===== config.mk =====
export PLATFORM = sky130hd
export DESIGN_NAME = iter_sched
export DESIGN_NICKNAME = d
export VERILOG_FILES = /design/src/rtl/pagerank_pkg.sv /design/src/rtl/ant_barrier.sv /design/src/rtl/iter_sched.sv
export SDC_FILE = /design/constraint.sdc
export NUM_CORES = 1
export LEC_CHECK = 0
export CORE_MARGIN = 10
export CORE_UTILIZATION = 45
export DETAILED_ROUTE_END_ITERATION = 10
export GPL_ROUTABILITY_DRIVEN = 0
export PLACE_DENSITY_LB_ADDON = 0.25
export SYNTH_ARGS = -nofsm -noshare
export SYNTH_HDL_FRONTEND = slang
export SYNTH_HIERARCHICAL = 1
export SYNTH_SLANG_ARGS = --single-unit

===== constraint.sdc =====
create_clock -name clk -period 4.3 [get_ports clk]
set_input_delay 0.645 -clock clk [delete_from_list [all_inputs] [get_ports clk]]
set_output_delay 0.645 -clock clk [all_outputs]
set_load 0.02 [all_outputs]

===== src/rtl/pagerank_pkg.sv =====
// Shared FSM state type and default sizing constants for the PageRank
// iteration scheduler slice.
package pagerank_pkg;

   typedef enum logic [1:0] {
      ST_IDLE,
      ST_RUN,
      ST_SORT,
      ST_DONE
   } sched_state_t;

   localparam int unsigned DEF_NUM_ANTS = 4;
   localparam int unsigned DEF_WIDTH    = 16;
   localparam int unsigned DEF_MAX_ITER = 400;
   localparam int unsigned DEF_ITER_W   = 9;
   localparam int unsigned DEF_EPS      = 4;
   localparam int unsigned DEF_TIMEOUT  = 1023;
   localparam int unsigned DEF_TO_W     = 10;

endpackage


===== src/rtl/ant_barrier.sv =====
// Per-ant barrier bookkeeping: sticky arrival bits, latest residual per ant,
// registered all-arrived flag and all-below-EPS flag over the stored residuals.
module ant_barrier
   import pagerank_pkg::*;
#(
   parameter int unsigned NUM_ANTS = DEF_NUM_ANTS,
   parameter int unsigned WIDTH    = DEF_WIDTH,
   parameter int unsigned EPS      = DEF_EPS
) (
   input  logic                      clk,
   input  logic                      reset,
   input  logic                      capture_en,
   input  logic                      clear,
   input  logic [NUM_ANTS-1:0]       ant_ready,
   input  logic [NUM_ANTS*WIDTH-1:0] ant_delta,
   output logic                      all_arrived,
   output logic                      all_below
);

   logic [NUM_ANTS-1:0] hit;
   logic [NUM_ANTS-1:0] arrived_q;
   logic [NUM_ANTS-1:0] arrived_d;
   logic [NUM_ANTS-1:0] below;

   assign hit       = capture_en ? ant_ready : '0;
   assign arrived_d = arrived_q | hit;

   // Flag folds in this cycle's arrivals so the scheduler acts one cycle later.
   always_ff @(posedge clk) begin
      if (reset || clear) begin
         arrived_q   <= '0;
         all_arrived <= 1'b0;
      end else begin
         arrived_q   <= arrived_d;
         all_arrived <= &arrived_d;
      end
   end

   for (genvar g = 0; g < NUM_ANTS; g++) begin : g_ant
      logic [WIDTH-1:0] delta_q;

      always_ff @(posedge clk) begin
         if (reset)
            delta_q <= '1;
         else if (hit[g])
            delta_q <= ant_delta[g*WIDTH +: WIDTH];
      end

      assign below[g] = (delta_q < WIDTH'(EPS));
   end

   assign all_below = &below;

endmodule


===== src/rtl/iter_sched.sv =====
// Iteration scheduler: releases all ants per iteration, waits on the barrier,
// stops on convergence, iteration cap or watchdog, then hands off to the sorter.
module iter_sched
   import pagerank_pkg::*;
#(
   parameter int unsigned NUM_ANTS = DEF_NUM_ANTS,
   parameter int unsigned WIDTH    = DEF_WIDTH,
   parameter int unsigned MAX_ITER = DEF_MAX_ITER,
   parameter int unsigned ITER_W   = DEF_ITER_W,
   parameter int unsigned EPS      = DEF_EPS,
   parameter int unsigned TIMEOUT  = DEF_TIMEOUT,
   parameter int unsigned TO_W     = DEF_TO_W
) (
   input  logic                      clk,
   input  logic                      reset,
   input  logic                      start,
   input  logic [NUM_ANTS-1:0]       ant_ready,
   input  logic [NUM_ANTS*WIDTH-1:0] ant_delta,
   input  logic                      sort_done,
   output logic                      ant_go,
   output logic                      sort_start,
   output logic [ITER_W-1:0]         iter_count,
   output logic                      busy,
   output logic                      done,
   output logic                      converged,
   output logic                      timeout_err
);

   sched_state_t      state_q, state_d;
   logic [ITER_W-1:0] iter_q, iter_d, iter_inc;
   logic [TO_W-1:0]   wd_q, wd_d;
   logic              go_q, go_d;
   logic              sstart_q, sstart_d;
   logic              conv_q, conv_d;
   logic              terr_q, terr_d;
   logic              clear;
   logic              all_arrived, all_below;

   ant_barrier #(
      .NUM_ANTS (NUM_ANTS),
      .WIDTH    (WIDTH),
      .EPS      (EPS)
   ) u_barrier (
      .clk         (clk),
      .reset       (reset),
      .capture_en  ((state_q == ST_RUN) && !go_q),
      .clear       (clear),
      .ant_ready   (ant_ready),
      .ant_delta   (ant_delta),
      .all_arrived (all_arrived),
      .all_below   (all_below)
   );

   always_ff @(posedge clk) begin
      if (reset) begin
         state_q  <= ST_IDLE;
         iter_q   <= '0;
         wd_q     <= '0;
         go_q     <= 1'b0;
         sstart_q <= 1'b0;
         conv_q   <= 1'b0;
         terr_q   <= 1'b0;
      end else begin
         state_q  <= state_d;
         iter_q   <= iter_d;
         wd_q     <= wd_d;
         go_q     <= go_d;
         sstart_q <= sstart_d;
         conv_q   <= conv_d;
         terr_q   <= terr_d;
      end
   end

   always_comb begin
      state_d  = state_q;
      iter_d   = iter_q;
      wd_d     = wd_q;
      go_d     = 1'b0;
      sstart_d = 1'b0;
      conv_d   = conv_q;
      terr_d   = terr_q;
      clear    = 1'b0;
      iter_inc = (iter_q == ITER_W'(MAX_ITER)) ? iter_q : iter_q + ITER_W'(1);

      case (state_q)
         ST_IDLE, ST_DONE: begin
            if (start) begin
               state_d = ST_RUN;
               iter_d  = '0;
               wd_d    = '0;
               conv_d  = 1'b0;
               terr_d  = 1'b0;
               go_d    = 1'b1;
               clear   = 1'b1;
            end
         end
         ST_RUN: begin
            // A completed barrier outranks a watchdog expiry in the same cycle.
            if (all_arrived) begin
               iter_d = iter_inc;
               if (all_below) begin
                  conv_d   = 1'b1;
                  state_d  = ST_SORT;
                  sstart_d = 1'b1;
               end else if (iter_inc == ITER_W'(MAX_ITER)) begin
                  state_d  = ST_SORT;
                  sstart_d = 1'b1;
               end else begin
                  go_d  = 1'b1;
                  clear = 1'b1;
                  wd_d  = '0;
               end
            end else if (wd_q == TO_W'(TIMEOUT - 1)) begin
               terr_d  = 1'b1;
               state_d = ST_DONE;
            end else begin
               wd_d = wd_q + TO_W'(1);
            end
         end
         ST_SORT: begin
            if (sort_done)
               state_d = ST_DONE;
         end
         default: state_d = ST_IDLE;
      endcase
   end

   assign ant_go      = go_q;
   assign sort_start  = sstart_q;
   assign iter_count  = iter_q;
   assign busy        = (state_q == ST_RUN) || (state_q == ST_SORT);
   assign done        = (state_q == ST_DONE);
   assign converged   = conv_q;
   assign timeout_err = terr_q;

endmodule


# Word level (Yosys, flattened, before mapping)
# Index checks and enable logic that the tools add are counted.
[classes] n_addsub=2 n_lt_le_gt_ge=4 eq_ne=17 muxes=32 bitwise_logic=3 n_reduce_logical=15
[op_table] op="less-than comparator 16 x 3 -> 1 bit (second input constant)" count=4
[op_table] op="2-to-1 mux 10 bit" count=5
[op_table] op="2-to-1 mux 9 bit" count=3
[op_table] op="one-hot mux 10 bit (2 select lines)" count=1
[op_table] op="AND reduction 4 bit" count=5
[op_table] op="equality test 9 bit (second input constant)" count=2
[op_table] op="one-hot mux 9 bit (2 select lines)" count=1
[op_table] op="2-to-1 mux 2 bit" count=6
[op_table] op="2-to-1 mux 1 bit" count=11
[op_table] op="adder 10 x 1 -> 10 bit (second input constant)" count=1
[op_table] op="equality test 10 bit (second input constant)" count=1
[op_table] op="adder 9 x 1 -> 9 bit (second input constant)" count=1
[op_table] op="!= test 2 bit (second input constant)" count=4
[op_table] op="!= test 3 bit (second input constant)" count=2
[op_table] op="one-hot mux 1 bit (2 select lines)" count=3
[op_table] op="one-hot mux 2 bit (3 select lines)" count=1
[op_table] op="AND reduction 5 bit" count=1
[op_table] op="equality test 2 bit (second input constant)" count=2
[op_table] op="2-to-1 mux 4 bit" count=1
[op_table] op="!= test 2 x 1 -> 1 bit (second input constant)" count=2
[op_table] op="!= test 4 bit (second input constant)" count=1
[op_table] op="bitwise OR 4 bit" count=1
[op_table] op="!= test 3 x 1 -> 1 bit (second input constant)" count=1
[op_table] op="!= test 3 x 2 -> 1 bit (second input constant)" count=1
[op_table] op="10 further kinds" count=12
[totals] regBits=94 inputBits=72 output_inout_bits=15 word_cells=86

# Logic depth before layout (Yosys ltp)
[logic_depth] word_depth=8 ltp_mapped=9 ltp_nobuf=9

# By module
# The synthesis kept the hierarchy.
[modules_own_cells] mod="ant_barrier" instances=1 cells_each=227 area_each_um2=2492.4 seq_area_each_um2=1221.2
[modules_own_cells] mod="iter_sched" instances=1 cells_each=192 area_each_um2=1536.5 seq_area_each_um2=500.5

# Worst setup path after synthesis
# No wires, ideal clock.
[synth_path] path_type="flip-flop to flip-flop" start="register iter_q[0] (netlist: iter_count[0])" end="register u_barrier.all_arrived" setup_time_ps=87 arrival_time_ps=2310 required_ps=4213 path_slack_ps=1903 stages_incl_launch_ff=9 path_cell_list="dfxtp_1 -> ha_1 -> xor2_1 -> nand3_1 -> a2111oi_4 -> a311o_1 -> a21oi_1 -> nor3_4 -> nor4b_4"
[synth_via] elab_chain_cells=8
[synth_lines] item="from (decl)" line="iter_sched.sv:30" text="logic [ITER_W-1:0] iter_q, iter_d, iter_inc;"
[synth_lines] item="from (signal assigned)" line="iter_sched.sv:65" text="iter_q <= iter_d;"
[synth_lines] item="adder 9 x 1 -> 9 bit or equality test 9 bit (tied branches)" line="iter_sched.sv:83" text="iter_inc = (iter_q == ITER_W'(MAX_ITER)) ? iter_q : iter_q + ITER_W'(1);"
[synth_lines] item="2-to-1 mux 9 bit *" line="iter_sched.sv:83"
[synth_lines] item="equality test 9 bit *" line="iter_sched.sv:105" text="end else if (iter_inc == ITER_W'(MAX_ITER)) begin"
[synth_lines] item="2-to-1 mux 1 bit *" line="iter_sched.sv:105"
[synth_lines] item="2-to-1 mux 1 bit *" line="iter_sched.sv:101" text="if (all_below) begin"
[synth_lines] item="2-to-1 mux 1 bit *" line="iter_sched.sv:99" text="if (all_arrived) begin"
[synth_lines] item="one-hot mux 1 bit (2 select lines) *" line="iter_sched.sv:85" text="case (state_q)"
[synth_lines] item="via clear" line="iter_sched.sv:36" text="logic clear;"
[synth_lines] item="logical OR 1 bit *" line="ant_barrier.sv:30" text="if (reset || clear) begin"
[synth_lines] item="to (signal assigned)" line="ant_barrier.sv:35" text="all_arrived <= &arrived_d;"
[synth_lines] item="to (decl)" line="ant_barrier.sv:16" text="output logic all_arrived,"
# The timed path passes the listed nets; every way through them passes the cells marked *.
# A chain may end at the register's enable or synchronous reset.

# Worst setup path in the final report
[layout_path] start="register u_barrier.g_ant[1].delta_q[9]" end="register u_barrier.all_arrived"
[layout_via] elab_chain_cells=6
[layout_lines] item="from (decl)" line="ant_barrier.sv:40" text="logic [WIDTH-1:0] delta_q;"
[layout_lines] item="from (signal assigned)" line="ant_barrier.sv:46" text="delta_q <= ant_delta[g*WIDTH +: WIDTH];"
[layout_lines] item="less-than comparator 16 x 3 -> 1 bit" line="ant_barrier.sv:49" text="assign below[g] = (delta_q < WIDTH'(EPS));"
[layout_lines] item="AND reduction 4 bit" line="ant_barrier.sv:52" text="assign all_below = &below;"
[layout_lines] item="via all_below" line="iter_sched.sv:37" text="logic all_arrived, all_below;"
[layout_lines] item="2-to-1 mux 1 bit" line="iter_sched.sv:101"
[layout_lines] item="2-to-1 mux 1 bit" line="iter_sched.sv:99"
[layout_lines] item="one-hot mux 1 bit (2 select lines)" line="iter_sched.sv:85"
[layout_lines] item="via clear" line="iter_sched.sv:36"
[layout_lines] item="logical OR 1 bit" line="ant_barrier.sv:30"
# The timed path passes the listed nets, and every way through them passes these cells.

==> impl_metrics.yaml <==
clocking:
  cts_tree: "built"
  cts.clk_slew.worst_paths_ps: 90
  numCtsBuffers: 9
  clock-root-buffer: "clkbuf_8"
  cts_setup_buffers: 0
  hold_buffers: 0
  htree_levels: 3
  cts_resized: 0
  clk-insertion-delay-late_ps: 350
  cts_buffer_depth: 2
  clkSinkCount: 86
setup_path:
  start_kind: "register"
  cp_cell_sequence: "nor4_1 -> nand4_1 -> nor4_1 -> a311o_1 -> a21oi_1 -> nor3_4 -> nor4b_4"
  path_class: "register to register"
  r2r-end: "u_barrier/all_arrived$_SDFF_PP0_"
  reg2regPathDepth: 7
  r2r-start: "u_barrier/g_ant[1].delta_q[9]$_SDFFE_PP1P_"
  crit_buf_inv: 0
  arrival_ps: 2890
  crit_family: "simple AND/OR/NAND/NOR gates"
  crit_cells: 7
  slowest_stage: "nor4_1"
  cpPeakStageDelay_ps: 750
  crit_start: "u_barrier/g_ant[1].delta_q[9]$_SDFFE_PP1P_"
  rrSetupSlack_ps: 1680
  crit_end: "u_barrier/all_arrived$_SDFF_PP0_"
  critPathMaxFanout: 5
  crit_path_end_kind: "register"
  critPathRequiredTime_ps: 4570
  crit_top_cell: "nor4_1"
synth:
  postSynth.asyncResetShare_pct: 0
  synth_nets: 498
  yosysWarnings: 6
  ys_seq_area_share_pct: 42.7
  netlist_top_cells_area: "dfxtp_1 43%, a211o_1 12%, and3_1 8.7%, buf_6 3.6%, nor4_1 2.8%"
  avgSynthCellArea_um2: 9.62
  syn-instance-count: 419
  synth_commonest_cells: "86 x dfxtp_1, 56 x a211o_1, 56 x and3_1, 23 x nor2_1, 18 x nor4_1"
  yosysMostFrequentCell: "dfxtp_1"
  synth_edf_count: 0
  ys_ff_latch: 86
  ys.flop_type: "dfxtp_1"
  synth_top_area_share_pct: 42.7
  synth_area_um2: 4030
  yosys.area.top_type: "dfxtp_1"
  ys_types: 51
floorplan:
  die-area_um2: 13100
  die_height_um: 115
  die_w_um: 115
  initial_utilization_pct: 46.2
  num_rows: 34
  core_area_um2: 8720
  ios: 87
routing:
  num_vias: 3431
  drtAntennaViolNets: 0
  drc: 0
  wl_per_cell_um: 16.1
  finalWirelength_um: 9580
  drt_iter0_drc: 210
  vias_per_cell: 5.78
  drt_first_pass_iters: 4
global_routing:
  grt_pass1_vias: 3378
  top_usage_layer: "met2"
  overflow: 0
  grt_util_all_layers_pct: 14.5
  use_met1_pct: 18.0
  antenna_found_initial: 0
  grt_pass1_wl_um: 16100
  grtUsageMet2_pct: 23.3
  grt_max_degree: 63
  use_met3_pct: 4.98
timing:
  finalCritPeriodShare_pct: 61.0
  fin_hold_ws_ps: 469
  slew-limit-headroom_pct: 21.7
  min_period_ps: 2620
  finalHoldViolCount: 0
  rsz0062_at_grt: "no"
  fin_ws_ps: 1680
  fmax_ghz: 0.381
  worstMarginPinSlew_ps: 1170
  tns_ps: 0
  drv_slew: 0
  setup_viol: 0
  finClkSkew_ps: 8.29
power_and_ir_drop:
  p_per_area_nw_per_um2: 435
  peakVddDrop_mv: 0.205
  leakage_nw: 1.91
layout:
  diodes: 0
  nFillCells: 786
  drive_above_1_share_pct: 8.02
  fin_area_um2: 4930
  area_growth_pct: 22.4
  fin_nets: 560
  fin_cells: 594
placement:
  dp_hpwl_um: 6930
  place_area_um2: 4740
  io_buffer_count: 78
  dp_slack_ps: 1550
  dp.cells: 578
flow_run:
  drv_cap: 0
outcome:
  status: "finished, final reports clean"
worst_hold_path:
  hold_path_class: "register to register"
sequential cells by signal, indices dropped and copies added, names as in the netlist:
signal / count
ant_go: 1
u_barrier/arrived_q: 4
sort_start: 1
u_barrier/g_ant.delta_q: 56
wd_q: 10
u_barrier/all_arrived: 1
timeout_err: 1
iter_count: 9
state_q: 2
converged: 1
how the worst min path moves through the flow:
stage	startpoint	cells past startpoint	slack (ps)	end
final	u_barrier/g_ant[1].delta_q[12]$_SDFFE_PP1P_	1	470	u_barrier/g_ant[1].delta_q[12]$_SDFFE_PP1P_
after detailed placement	u_barrier/g_ant[2].delta_q[7]$_SDFFE_PP1P_	1	450	u_barrier/g_ant[2].delta_q[7]$_SDFFE_PP1P_
after global routing	u_barrier/g_ant[1].delta_q[8]$_SDFFE_PP1P_	1	480	u_barrier/g_ant[1].delta_q[8]$_SDFFE_PP1P_
after CTS	u_barrier/g_ant[3].delta_q[14]$_SDFFE_PP1P_	1	470	u_barrier/g_ant[3].delta_q[14]$_SDFFE_PP1P_
after floorplan	u_barrier/g_ant[2].delta_q[7]$_SDFFE_PP1P_	1	440	u_barrier/g_ant[2].delta_q[7]$_SDFFE_PP1P_
after global placement	u_barrier/g_ant[0].delta_q[4]$_SDFFE_PP1P_	1	440	u_barrier/g_ant[0].delta_q[4]$_SDFFE_PP1P_
power breakdown:
part	switching, W	internal [W]
registers	0.0000776	0.000929
logic	0.000332	0.000258
clock network	0.000299	0.000247
total	0.000708	0.00143
worst register-to-register path, delay by kind of cell (launching register included):
kind	cells	cell delay [ps]
AO/OA/AOI/OAI	2	520
flip-flops	1	320
AND/OR/NAND/NOR	5	1690
routing by layer:
layer | vias up | part of all wire, %
li1 | 1714 | -
met1 | 1621 | 46
met2 | 88 | 47
met3 | 8 | 6.3
met4 | 0 | 1.0
met5 | - | 0
kinds of logic (layout without fill, tap and decap cells):
logic type                 count (synthesis)  after routing  synth area share (%)
and+or+nand+nor                          170            170                  25.0
AOI/OAI and AO/OA                        113            113                  22.8
buffers and inverters                     40            107                  6.61
adders and majority gates                  7              7                  2.17
muxes                                      1              1                 0.248
xor gates and xnor gates                   2              2                 0.435
DFF                                       86             86                  42.7
final cells by class:
class                   instances  area, µm²  share of cell area, %
inverters                      11       41.3                  0.838
well taps                     108        135                   2.74
multi-input cells             293       2050                   41.5
repair buffers                 80        791                   16.0
clock inverters                 5       41.3                  0.838
clock buffers                  11        151                   3.07
flip-flops and latches         86       1720                   34.9
metrics by stage:
stage | utilization, % | total power (W)
after floorplan | - | 0.00150
after global placement | 54.3 | 0.00160
after detailed placement | 54.3 | 0.00162
after CTS | 56.5 | 0.00216
after global routing | 56.5 | 0.00228
final | 56.5 | 0.00214
cell usage in the layout, fill, tap and decap left out, types with 5 or more instances in the layout:
master,Yosys,final
nor4_1,18,18
nand2_1,16,16
nor2_1,23,23
nand4_1,5,5
a211o_1,56,56
nand2b_1,7,7
nor3_1,12,12
clkdlybuf4s50_1,0,77
a21oi_1,17,17
clkbuf_8,0,11
ha_1,7,7
dfxtp_1,86,86
inv_1,11,11
o21ai_0,10,10
nand3_1,12,12
and3_1,56,56
Power figures use the tool's default switching activity.
